===== src/rtl/control_sequencer.sv =====
`default_nettype none
// ============================================================================
// Module      : control_sequencer
// Description : Moore control FSM for the basic-computer datapath. Sequences
//               fetch, decode, indirect-address resolution and execute, turns
//               the latched IR into one-hot operation strobes, and watches the
//               decoding / ex_done / w_mem_ref handshakes. Flags illegal
//               opcodes, handshake timeouts and HLT.
// Revision    : 1.0 - initial release
// ----------------------------------------------------------------------------
// Ports
//   clk                 system clock, rising edge
//   i_rst_n             asynchronous active-low reset
//   i_start             run request, honoured only in IDLE or HALT
//   i_ir[15:0]          datapath IR: [15]=I, [14:12]=opcode, [11:0]=addr/op
//   i_decoding          datapath fetch/decode in progress
//   i_ex_done           datapath execution complete (level)
//   i_w_mem_ref         datapath indirect address resolved
//   o_clr_reg           datapath register clear after reset release
//   o_fetch/o_execute/o_is_ind/o_is_dir      phase strobes
//   o_clr_ac..o_inc_ac  register-reference operation strobes
//   o_add..o_isz        memory-reference operation strobes
//   o_busy/o_halted     state summary
//   o_illegal/o_timeout sticky error flags, cleared by a restart from HALT
//   o_instr_cnt         retired-instruction counter (wraps)
// ============================================================================
module control_sequencer #(
  parameter int CLR_CYCLES  = 2,
  parameter int TIMEOUT_CYC = 16,
  parameter int CNT_W       = 16
) (
  input  logic             clk,
  input  logic             i_rst_n,
  input  logic             i_start,
  input  logic [15:0]      i_ir,
  input  logic             i_decoding,
  input  logic             i_ex_done,
  input  logic             i_w_mem_ref,
  output logic             o_clr_reg,
  output logic             o_fetch,
  output logic             o_execute,
  output logic             o_is_ind,
  output logic             o_is_dir,
  output logic             o_clr_ac,
  output logic             o_clr_e,
  output logic             o_comp_ac,
  output logic             o_load_ac,
  output logic             o_cir_r,
  output logic             o_cir_l,
  output logic             o_inc_ac,
  output logic             o_add,
  output logic             o_load,
  output logic             o_store,
  output logic             o_branch,
  output logic             o_isz,
  output logic             o_busy,
  output logic             o_halted,
  output logic             o_illegal,
  output logic             o_timeout,
  output logic [CNT_W-1:0] o_instr_cnt
);

  localparam int CLR_W = $clog2(CLR_CYCLES + 1);
  localparam int TO_W  = $clog2(TIMEOUT_CYC + 1);
  localparam logic [CLR_W-1:0] C_CLR_CYC = CLR_W'(CLR_CYCLES);
  localparam logic [TO_W-1:0]  C_TO_LAST = TO_W'(TIMEOUT_CYC - 1);

  typedef enum logic [2:0] {
    S_INIT     = 3'd0,
    S_IDLE     = 3'd1,
    S_FETCH    = 3'd2,
    S_WAIT_IR  = 3'd3,
    S_DECODE   = 3'd4,
    S_INDIRECT = 3'd5,
    S_EXEC     = 3'd6,
    S_HALT     = 3'd7
  } state_e;

  state_e           state_q;
  logic [CLR_W-1:0] clr_cnt_q;
  logic [TO_W-1:0]  to_cnt_q;
  logic             seen_dec_q;
  logic [15:0]      ir_q;
  logic             clr_reg_q, fetch_q, execute_q, is_ind_q, is_dir_q;
  logic [11:0]      strb_q;   // [0]=clr_ac .. [6]=inc_ac, [7]=add .. [11]=isz
  logic             busy_q, halted_q, illegal_q, timeout_q;
  logic [CNT_W-1:0] cnt_q;

  // One-hot operation strobe for the latched instruction; zero for HLT,
  // NOP and illegal encodings.
  function automatic logic [11:0] f_strobe(input logic [15:0] ir);
    logic [11:0] s;
    s = '0;
    case (ir[14:12])
      3'd1:    s[7]  = 1'b1;
      3'd2:    s[8]  = 1'b1;
      3'd3:    s[9]  = 1'b1;
      3'd4:    s[10] = 1'b1;
      3'd6:    s[11] = 1'b1;
      3'd7: begin
        if (!ir[15] && !ir[0]) begin
          if      (ir[11]) s[0] = 1'b1;
          else if (ir[10]) s[1] = 1'b1;
          else if (ir[9])  s[2] = 1'b1;
          else if (ir[8])  s[3] = 1'b1;
          else if (ir[7])  s[4] = 1'b1;
          else if (ir[6])  s[5] = 1'b1;
          else if (ir[5])  s[6] = 1'b1;
        end
      end
      default: s = '0;
    endcase
    return s;
  endfunction

  logic [2:0]  w_op;
  logic        w_mem_ref, w_reg_ref, w_hlt, w_reg_op, w_to_hit;
  logic [11:0] w_op_strb;
  logic        w_unused_ir;

  assign w_op        = ir_q[14:12];
  assign w_mem_ref   = w_op inside {3'd1, 3'd2, 3'd3, 3'd4, 3'd6};
  assign w_reg_ref   = (w_op == 3'd7) && !ir_q[15];
  assign w_hlt       = w_reg_ref && ir_q[0];
  assign w_reg_op    = w_reg_ref && !ir_q[0] && (|ir_q[11:5]);
  assign w_to_hit    = (to_cnt_q == C_TO_LAST);
  assign w_op_strb   = f_strobe(ir_q);
  assign w_unused_ir = ^ir_q[4:1];  // reg-ref bits with no assigned operation

  always_ff @(posedge clk or negedge i_rst_n) begin
    if (!i_rst_n) begin
      state_q    <= S_INIT;
      clr_cnt_q  <= '0;
      to_cnt_q   <= '0;
      seen_dec_q <= 1'b0;
      ir_q       <= '0;
      clr_reg_q  <= 1'b0;
      fetch_q    <= 1'b0;
      execute_q  <= 1'b0;
      is_ind_q   <= 1'b0;
      is_dir_q   <= 1'b0;
      strb_q     <= '0;
      busy_q     <= 1'b0;
      halted_q   <= 1'b0;
      illegal_q  <= 1'b0;
      timeout_q  <= 1'b0;
      cnt_q      <= '0;
    end else begin
      case (state_q)
        S_INIT: begin
          if (clr_cnt_q < C_CLR_CYC) begin
            clr_reg_q <= 1'b1;
            clr_cnt_q <= clr_cnt_q + 1'b1;
          end else begin
            clr_reg_q <= 1'b0;
            state_q   <= S_IDLE;
          end
        end
        S_IDLE, S_HALT: begin
          if (i_start) begin
            state_q   <= S_FETCH;
            fetch_q   <= 1'b1;
            busy_q    <= 1'b1;
            halted_q  <= 1'b0;
            illegal_q <= 1'b0;
            timeout_q <= 1'b0;
          end
        end
        S_FETCH: begin
          state_q    <= S_WAIT_IR;
          fetch_q    <= 1'b0;
          seen_dec_q <= 1'b0;
          to_cnt_q   <= '0;
        end
        S_WAIT_IR: begin
          // Wait for a full decoding pulse so a late-rising i_decoding is not
          // mistaken for a finished decode.
          if (seen_dec_q && !i_decoding) begin
            state_q <= S_DECODE;
            ir_q    <= i_ir;
          end else if (w_to_hit) begin
            state_q   <= S_HALT;
            timeout_q <= 1'b1;
            halted_q  <= 1'b1;
            busy_q    <= 1'b0;
          end else begin
            to_cnt_q <= to_cnt_q + 1'b1;
            if (i_decoding) seen_dec_q <= 1'b1;
          end
        end
        S_DECODE: begin
          if (w_mem_ref && ir_q[15]) begin
            state_q  <= S_INDIRECT;
            is_ind_q <= 1'b1;
            to_cnt_q <= '0;
          end else if (w_mem_ref || w_reg_op) begin
            state_q   <= S_EXEC;
            execute_q <= 1'b1;
            is_dir_q  <= w_mem_ref;
            strb_q    <= w_op_strb;
            to_cnt_q  <= '0;
          end else if (w_hlt) begin
            state_q  <= S_HALT;
            halted_q <= 1'b1;
            busy_q   <= 1'b0;
            cnt_q    <= cnt_q + 1'b1;
          end else begin
            // NOP retires immediately; illegal encodings retire nothing.
            state_q <= S_FETCH;
            fetch_q <= 1'b1;
            if (w_reg_ref) cnt_q     <= cnt_q + 1'b1;
            else           illegal_q <= 1'b1;
          end
        end
        S_INDIRECT: begin
          if (i_w_mem_ref) begin
            state_q   <= S_EXEC;
            is_ind_q  <= 1'b0;
            execute_q <= 1'b1;
            is_dir_q  <= 1'b1;
            strb_q    <= w_op_strb;
            to_cnt_q  <= '0;
          end else if (w_to_hit) begin
            state_q   <= S_HALT;
            is_ind_q  <= 1'b0;
            timeout_q <= 1'b1;
            halted_q  <= 1'b1;
            busy_q    <= 1'b0;
          end else begin
            to_cnt_q <= to_cnt_q + 1'b1;
          end
        end
        S_EXEC: begin
          // Completion is tested before the timeout so a done on the final
          // permitted cycle still retires the instruction.
          if (i_ex_done) begin
            state_q   <= S_FETCH;
            fetch_q   <= 1'b1;
            execute_q <= 1'b0;
            is_dir_q  <= 1'b0;
            strb_q    <= '0;
            cnt_q     <= cnt_q + 1'b1;
          end else if (w_to_hit) begin
            state_q   <= S_HALT;
            execute_q <= 1'b0;
            is_dir_q  <= 1'b0;
            strb_q    <= '0;
            timeout_q <= 1'b1;
            halted_q  <= 1'b1;
            busy_q    <= 1'b0;
          end else begin
            to_cnt_q <= to_cnt_q + 1'b1;
          end
        end
        default: state_q <= S_INIT;
      endcase
    end
  end

  assign o_clr_reg   = clr_reg_q;
  assign o_fetch     = fetch_q;
  assign o_execute   = execute_q;
  assign o_is_ind    = is_ind_q;
  assign o_is_dir    = is_dir_q;
  assign o_clr_ac    = strb_q[0];
  assign o_clr_e     = strb_q[1];
  assign o_comp_ac   = strb_q[2];
  assign o_load_ac   = strb_q[3];
  assign o_cir_r     = strb_q[4];
  assign o_cir_l     = strb_q[5];
  assign o_inc_ac    = strb_q[6];
  assign o_add       = strb_q[7];
  assign o_load      = strb_q[8];
  assign o_store     = strb_q[9];
  assign o_branch    = strb_q[10];
  assign o_isz       = strb_q[11];
  assign o_busy      = busy_q;
  assign o_halted    = halted_q;
  assign o_illegal   = illegal_q;
  assign o_timeout   = timeout_q;
  assign o_instr_cnt = cnt_q;

endmodule
`default_nettype wire

===== config.mk =====
export PLATFORM = sky130hd
export DESIGN_NAME = control_sequencer
export DESIGN_NICKNAME = d
export VERILOG_FILES = /design/src/rtl/control_sequencer.sv
export SDC_FILE = /design/constraint.sdc
export NUM_CORES = 1
export LEC_CHECK = 0
export ABC_AREA = 1
export CORE_MARGIN = 3
export CORE_UTILIZATION = 52
export CTS_CLUSTER_DIAMETER = 150
export CTS_CLUSTER_SIZE = 8
export DETAILED_ROUTE_END_ITERATION = 7
export GPL_ROUTABILITY_DRIVEN = 0
export HOLD_SLACK_MARGIN = 0.06
export PLACE_DENSITY = 0.79
export SLEW_MARGIN = 25
export SYNTH_ARGS = -nofsm -noshare
export SYNTH_HDL_FRONTEND = slang
export SYNTH_SLANG_ARGS = --single-unit

===== constraint.sdc =====
create_clock -name clk -period 1.9 [get_ports clk]
set_clock_uncertainty 0.15 [all_clocks]
set_input_delay 0.38 -clock clk [delete_from_list [all_inputs] [get_ports clk]]
set_output_delay 0.38 -clock clk [all_outputs]
set_load 0.005 [all_outputs]

Yosys cells after proc, flatten, opt, wreduce, memory -nomap -nowiden

Cells that the tools add are included.

Bits in registers: 64
Latch bits: 0
Memory bits (writable): 0
ROM bits: 0
Bits of input ports: 22
Output and inout bits: 37
Logic and storage cells: 189
Memories: 0

Add/sub/neg operators: 3
Multiply operators: 0
Div/mod/pow operators: 0
$lt $le $gt $ge: 1
Eq/ne operators: 34
Shift operators: 0
Mux-type cells: 99
Bitwise gates (word level): 0
Reduce and logical (&&, ||, !) cells: 36

Operators with widths:

| cell                                                | count |
|---|---|
| two-way mux 16 bit                                  | 5 |
| two-way mux 12 bit                                  | 5 |
| two-way mux 1 bit                                   | 54 |
| case mux 12 bit (3 select lines)                    | 1 |
| two-way mux 5 bit                                   | 7 |
| inequality test 2 bit, second input constant        | 16 |
| case mux 16 bit (2 select lines)                    | 1 |
| two-way mux 3 bit                                   | 10 |
| case mux 5 bit (5 select lines)                     | 1 |
| equality test 3 bit, second input constant          | 7 |
| case mux 3 bit (7 select lines)                     | 1 |
| adder 16 x 1 -> 16 bit, second input constant       | 1 |
| AND reduction 5 bit                                 | 3 |
| nonzero test 5 bit                                  | 3 |
| two-way mux 7 bit                                   | 2 |
| equality test 3 x 2 -> 1 bit, second input constant | 4 |
| inequality test 3 bit, second input constant        | 4 |
| AND reduction 6 bit                                 | 2 |
| case mux 1 bit (5 select lines)                     | 2 |
| case mux 1 bit (4 select lines)                     | 2 |
| AND reduction 4 bit                                 | 2 |
| AND reduction 8 bit                                 | 1 |
| nonzero test 2 bit                                  | 4 |
| nonzero test 4 bit                                  | 2 |
| 19 further kinds                                    | 33 |

Longest topological paths before layout

Depth after elaboration: 12
Gate-level depth with buffers: 12

Worst setup path before layout

No wires, ideal clock.

Path type: register -> register
Start point: reg to_cnt_q[0]
End point: reg execute_q (netlist: o_execute)
Library setup time: 0.117 ns
Data arrival time: 1.438 ns
Slack: 0.196 ns
Stages on the path, launching flop included: 10
Clock period less this slack: 1.704 ns
Cell sequence: dfrtp_1 -> ha_1 -> nand4_2 -> nand2_1 -> nand2_1 -> nor2_2 -> nand3_2 -> buf_2 -> nand2_1 -> nand2_1

Cells in the longest elaborated chain, start to end: 3

Ends and longest elaborated chain:

| what                                   | line | RTL |
|---|---|---|
| from (decl)                            | 81   | `logic [TO_W-1:0] to_cnt_q;` |
| from (signal assigned)                 | 187  | `to_cnt_q <= to_cnt_q + 1'b1;` |
| from (signal assigned)                 | 230  | `to_cnt_q <= to_cnt_q + 1'b1;` |
| from (signal assigned)                 | 252  | `to_cnt_q <= to_cnt_q + 1'b1;` |
| equality test 5 x 4 -> 1 bit           | 126  | `assign w_to_hit = (to_cnt_q == C_TO_LAST);` |
| inequality test 3 bit (no source line) | -    |  |
| AND reduction 5 bit (no source line)   | -    |  |
| to (signal assigned)                   | 139  | `execute_q <= 1'b0;` |
| to (signal assigned)                   | 198  | `execute_q <= 1'b1;` |
| to (signal assigned)                   | 219  | `execute_q <= 1'b1;` |
| to (decl)                              | 84   | `logic clr_reg_q, fetch_q, execute_q, is_ind_q, is_dir_q;` |

No other way between the ends.
A chain may end at the register's enable or synchronous reset.

Final worst setup path

Start point: reg cnt_q[9] (netlist: o_instr_cnt[9])
End point: out o_instr_cnt[9]

RTL lines:

| what                   | line | RTL |
|---|---|---|
| from (decl)            | 87   | `logic [CNT_W-1:0] cnt_q;` |
| from (signal assigned) | 206  | `cnt_q <= cnt_q + 1'b1;` |
| from (signal assigned) | 211  | `if (w_reg_ref) cnt_q <= cnt_q + 1'b1;` |
| from (signal assigned) | 242  | `cnt_q <= cnt_q + 1'b1;` |
| to (decl)              | 60   | `output logic [CNT_W-1:0] o_instr_cnt` |

No word-level cell between the ends.

==> impl_metrics.env <==
export IMPL_slowest_delay_ns=0.53
export IMPL_numPlacedInstances=589
export IMPL_postSynth_asyncResetShare_pct=100.0
export IMPL_io_pin_count=59
export IMPL_routed_via_density=5.171
export IMPL_flow_area_growth_from_synthesis_pct=27.70
export IMPL_ir_drop_mv=0.8773
export IMPL_max_reg_flops=16
export IMPL_die_width_um=86.39
export IMPL_grt_total_usage_pct=23.13
export IMPL_place_detailed_hpwl_um=5734
export IMPL_synthesis_nets=479
export IMPL_count_of_endpoints_failing_setup_in_the_final_report=0
export IMPL_worst_hold_slack_across_all_endpoints_ns=0.3159
export IMPL_cp_end_kind="output pin"
export IMPL_via_count=3123
export IMPL_insertion_delay_ns=0.34
export IMPL_floorplan_initialDensity_pct=55.13
export IMPL_grt_setup_unrepaired="yes"
export IMPL_synth_area_per_cell_sq_um=7.386
export IMPL_dieArea_sq_um=7463
export IMPL_tritoncts="yes"
export IMPL_slew_violations=0
export IMPL_final_cells=604
export IMPL_yosys_register_bits=60
export IMPL_top_achievable_clock_speed_mhz=545.7
export IMPL_ff2ff_path_depth=9
export IMPL_final_nets=551
export IMPL_drive_above_1_share_pct=13.23
export IMPL_globalRoute_totalOverflow=0
export IMPL_detailedRoute_firstIterationViolations=158
export IMPL_antenna_violating_nets_post_route=0
export IMPL_critical_path_at_ns=1.30
export IMPL_timing_critical_path_slowest_stage_cell="clkdlybuf4s50_1"
export IMPL_grt_max_degree=61
export IMPL_worstPathCellList="clkdlybuf4s50_1"
export IMPL_core_area_sq_um=6096
export IMPL_synthDistinctLibCells=31
export IMPL_timing_worst_slew_pin_value_ns=0.3200
export IMPL_standby_leakage_power_nw=2.125
export IMPL_synthXorXnorAreaFrac_pct=4.170
export IMPL_synth_flop_cell="dfrtp_1"
export IMPL_antenna_diode_count=0
export IMPL_yosys_area_share_simple_pct=36.63
export IMPL_cap_viol_max_count=0
export IMPL_cp_num_cells=1
export IMPL_placementRows=28
export IMPL_die_h_um=86.39
export IMPL_run_status="finished clean"
export IMPL_synth_enable_flop_cells=0
export IMPL_layout_worst_path_cycle_share_pct=96.44
export IMPL_yosysSeqAreaShare_pct=44.68
export IMPL_cts_buffers=9
export IMPL_p_per_area_nw_per_um2=1240
export IMPL_count_of_buffers_from_port_buffering=54
export IMPL_critPathLaunchType="flop"
export IMPL_clockBufferDepth=2
export IMPL_mostFrequentLayoutCell="nand2_1"
export IMPL_timing_critical_path_fanout_max=5
export IMPL_synth_cells=455
export IMPL_min_path_type="flop to flop"
export IMPL_grt_pass1_wl_um=13700
export IMPL_synth_top_family_by_area="simple AND/OR/NAND/NOR gates"
export IMPL_synth_compound_gate_area_share_pct=6.106
export IMPL_post_synth_mux_area_share_pct=0.3351
export IMPL_path_class="flop to output pin"
export IMPL_htreeDepth=3
export IMPL_drt_wl_total_um=7703
export IMPL_clkTransAtPathRegs_ns=0.06
export IMPL_routedWlPerCell_um=12.75
export IMPL_numClockSinks=60
export IMPL_ctsRootBufferMaster="clkbuf_8"
export IMPL_number_of_antenna_violations_at_the_first_check_in_global_routing=0
export IMPL_worst_path_buf_inv=1
export IMPL_vias_in_the_first_global_route=3100
export IMPL_post_synth_top_area_fraction_pct=44.68
export IMPL_preCtsSetupSlack_ns=-0.04561
export IMPL_postLayoutSetupSlackWorst_ns=0.06763
export IMPL_netlist_top_cell_by_area="dfrtp_1"
export IMPL_cp_top_family="buffers and inverters"
export IMPL_req_time_crit_path_ns=1.37
export IMPL_finalHoldViolCount=0
export IMPL_min_delay_path_depth=2
export IMPL_post_route_drc_count=0
export IMPL_slew_headroom_pct=78.67
export IMPL_ys_top_cells_by_area="dfrtp_1 (45%), nand2_1 (17%), nor2_1 (5.4%), inv_1 (4.8%), nand3_1 (4.5%)"
export IMPL_mostFrequentLayoutCells="nand2_1 (155), clkdlybuf4s50_1 (53), dfrtp_1 (52), nor2_1 (45), inv_1 (43)"
export IMPL_synth_fa_ha_area_share_pct=0.7446
export IMPL_drtPass1Iterations=4
export IMPL_layout_min_cycle_time_ns=1.832
export IMPL_yosys_warnings=0
export IMPL_synthesis_area_sq_um=3361
## through the flow
stage / total power, mW / area (sq um) / TNS (ns) / utilization [%]
CTS: 5.284 / 4249 / 0 / 69.70
global route: 5.786 / 4292 / -0.001794 / 70.40
global placement: 4.102 / 4061 / -0.02489 / 66.63
detailed placement: 4.182 / 4061 / -0.4106 / 66.63
finish: 5.321 / 4292 / 0 / 70.40
floorplan: 3.314 / 3361 / 0 / -
## synth_stat cells, types with 5 or more instances
| cell | instances |
|---|---|
| nand2_1 | 156 |
| dfrtp_1 | 60 |
| nor2_1 | 48 |
| inv_1 | 43 |
| nand3_1 | 30 |
| o21ai_0 | 19 |
| a21oi_1 | 15 |
| nor3_1 | 13 |
| xnor2_1 | 8 |
| xor2_1 | 8 |
| nand2_2 | 7 |
| inv_2 | 5 |
| nand4_1 | 5 |
| nor4_1 | 5 |
## tightest hold or removal path, cell delays in order, from the launching register on
cell and delay (ns):
dfrtp_1 0.32, inv_1 0.05, o21ai_0 0.06
## area by class of cell
type | instances | area (sq um)
Fill cell | 511 | 1804
Multi-Input combinational cell | 337 | 1625
Sequential cell | 60 | 1511
Timing Repair Buffer | 71 | 703.2
Inverter | 48 | 180.2
Clock buffer | 10 | 137.6
Tap cell | 75 | 93.84
Clock inverter | 3 | 40.04
## final timing paths
kind | from | to | slack [ns]
setup / recovery | o_instr_cnt[9]$_DFFE_PN0P_ | o_instr_cnt[9] | 0.07
hold / removal | clr_cnt_q[1]$_DFFE_PN0P_ | clr_cnt_q[1]$_DFFE_PN0P_ | 0.32
setup reg to reg | to_cnt_q[0]$_DFFE_PN0P_ | to_cnt_q[0]$_DFFE_PN0P_ | 0.12
hold reg to reg | clr_cnt_q[1]$_DFFE_PN0P_ | clr_cnt_q[1]$_DFFE_PN0P_ | 0.32
max in group asynchronous | i_rst_n | o_instr_cnt[3]$_DFFE_PN0P_ | 0.88
min in group asynchronous | i_rst_n | strb_q[6]$_DFFE_PN0P_ | 0.43
## per-layer routing
layer	wire [um]	share of wire [%]	global-route usage (%)	vias to the layer above
li1	-	-	-	1589
met1	3378	44	29.91	1436
met2	3694	48	37.83	89
met3	523	6.8	5.323	9
met4	107	1.4	8.782	0
met5	0	0	0	-
## power by group
| part | switching, mW | total (mW) | internal (mW) |
|---|---|---|---|
| Clock | 0.459 | 1.07 | 0.614 |
| Sequential | 0.323 | 1.97 | 1.65 |
| Combinational | 1.31 | 2.28 | 0.969 |
| Total | 2.09 | 5.32 | 3.23 |
## timing repair
item                       in CTS  in global routing
hold endpoints to repair       60                  0
setup endpoints to repair       0                 41
resized for setup               0                 13
hold buffers                    1                  0
buffers inserted                0                  1
## logic make-up after synthesis
kind of cell               after synthesis
buffers and inverters                   58
muxes                                    1
DFF                                     60
AOI/OAI and AO/OA                       40
adders and majority gates                2
and+or+nand+nor                        278
xor gates and xnor gates                16
No activity file was read; power rests on OpenSTA's default activity.
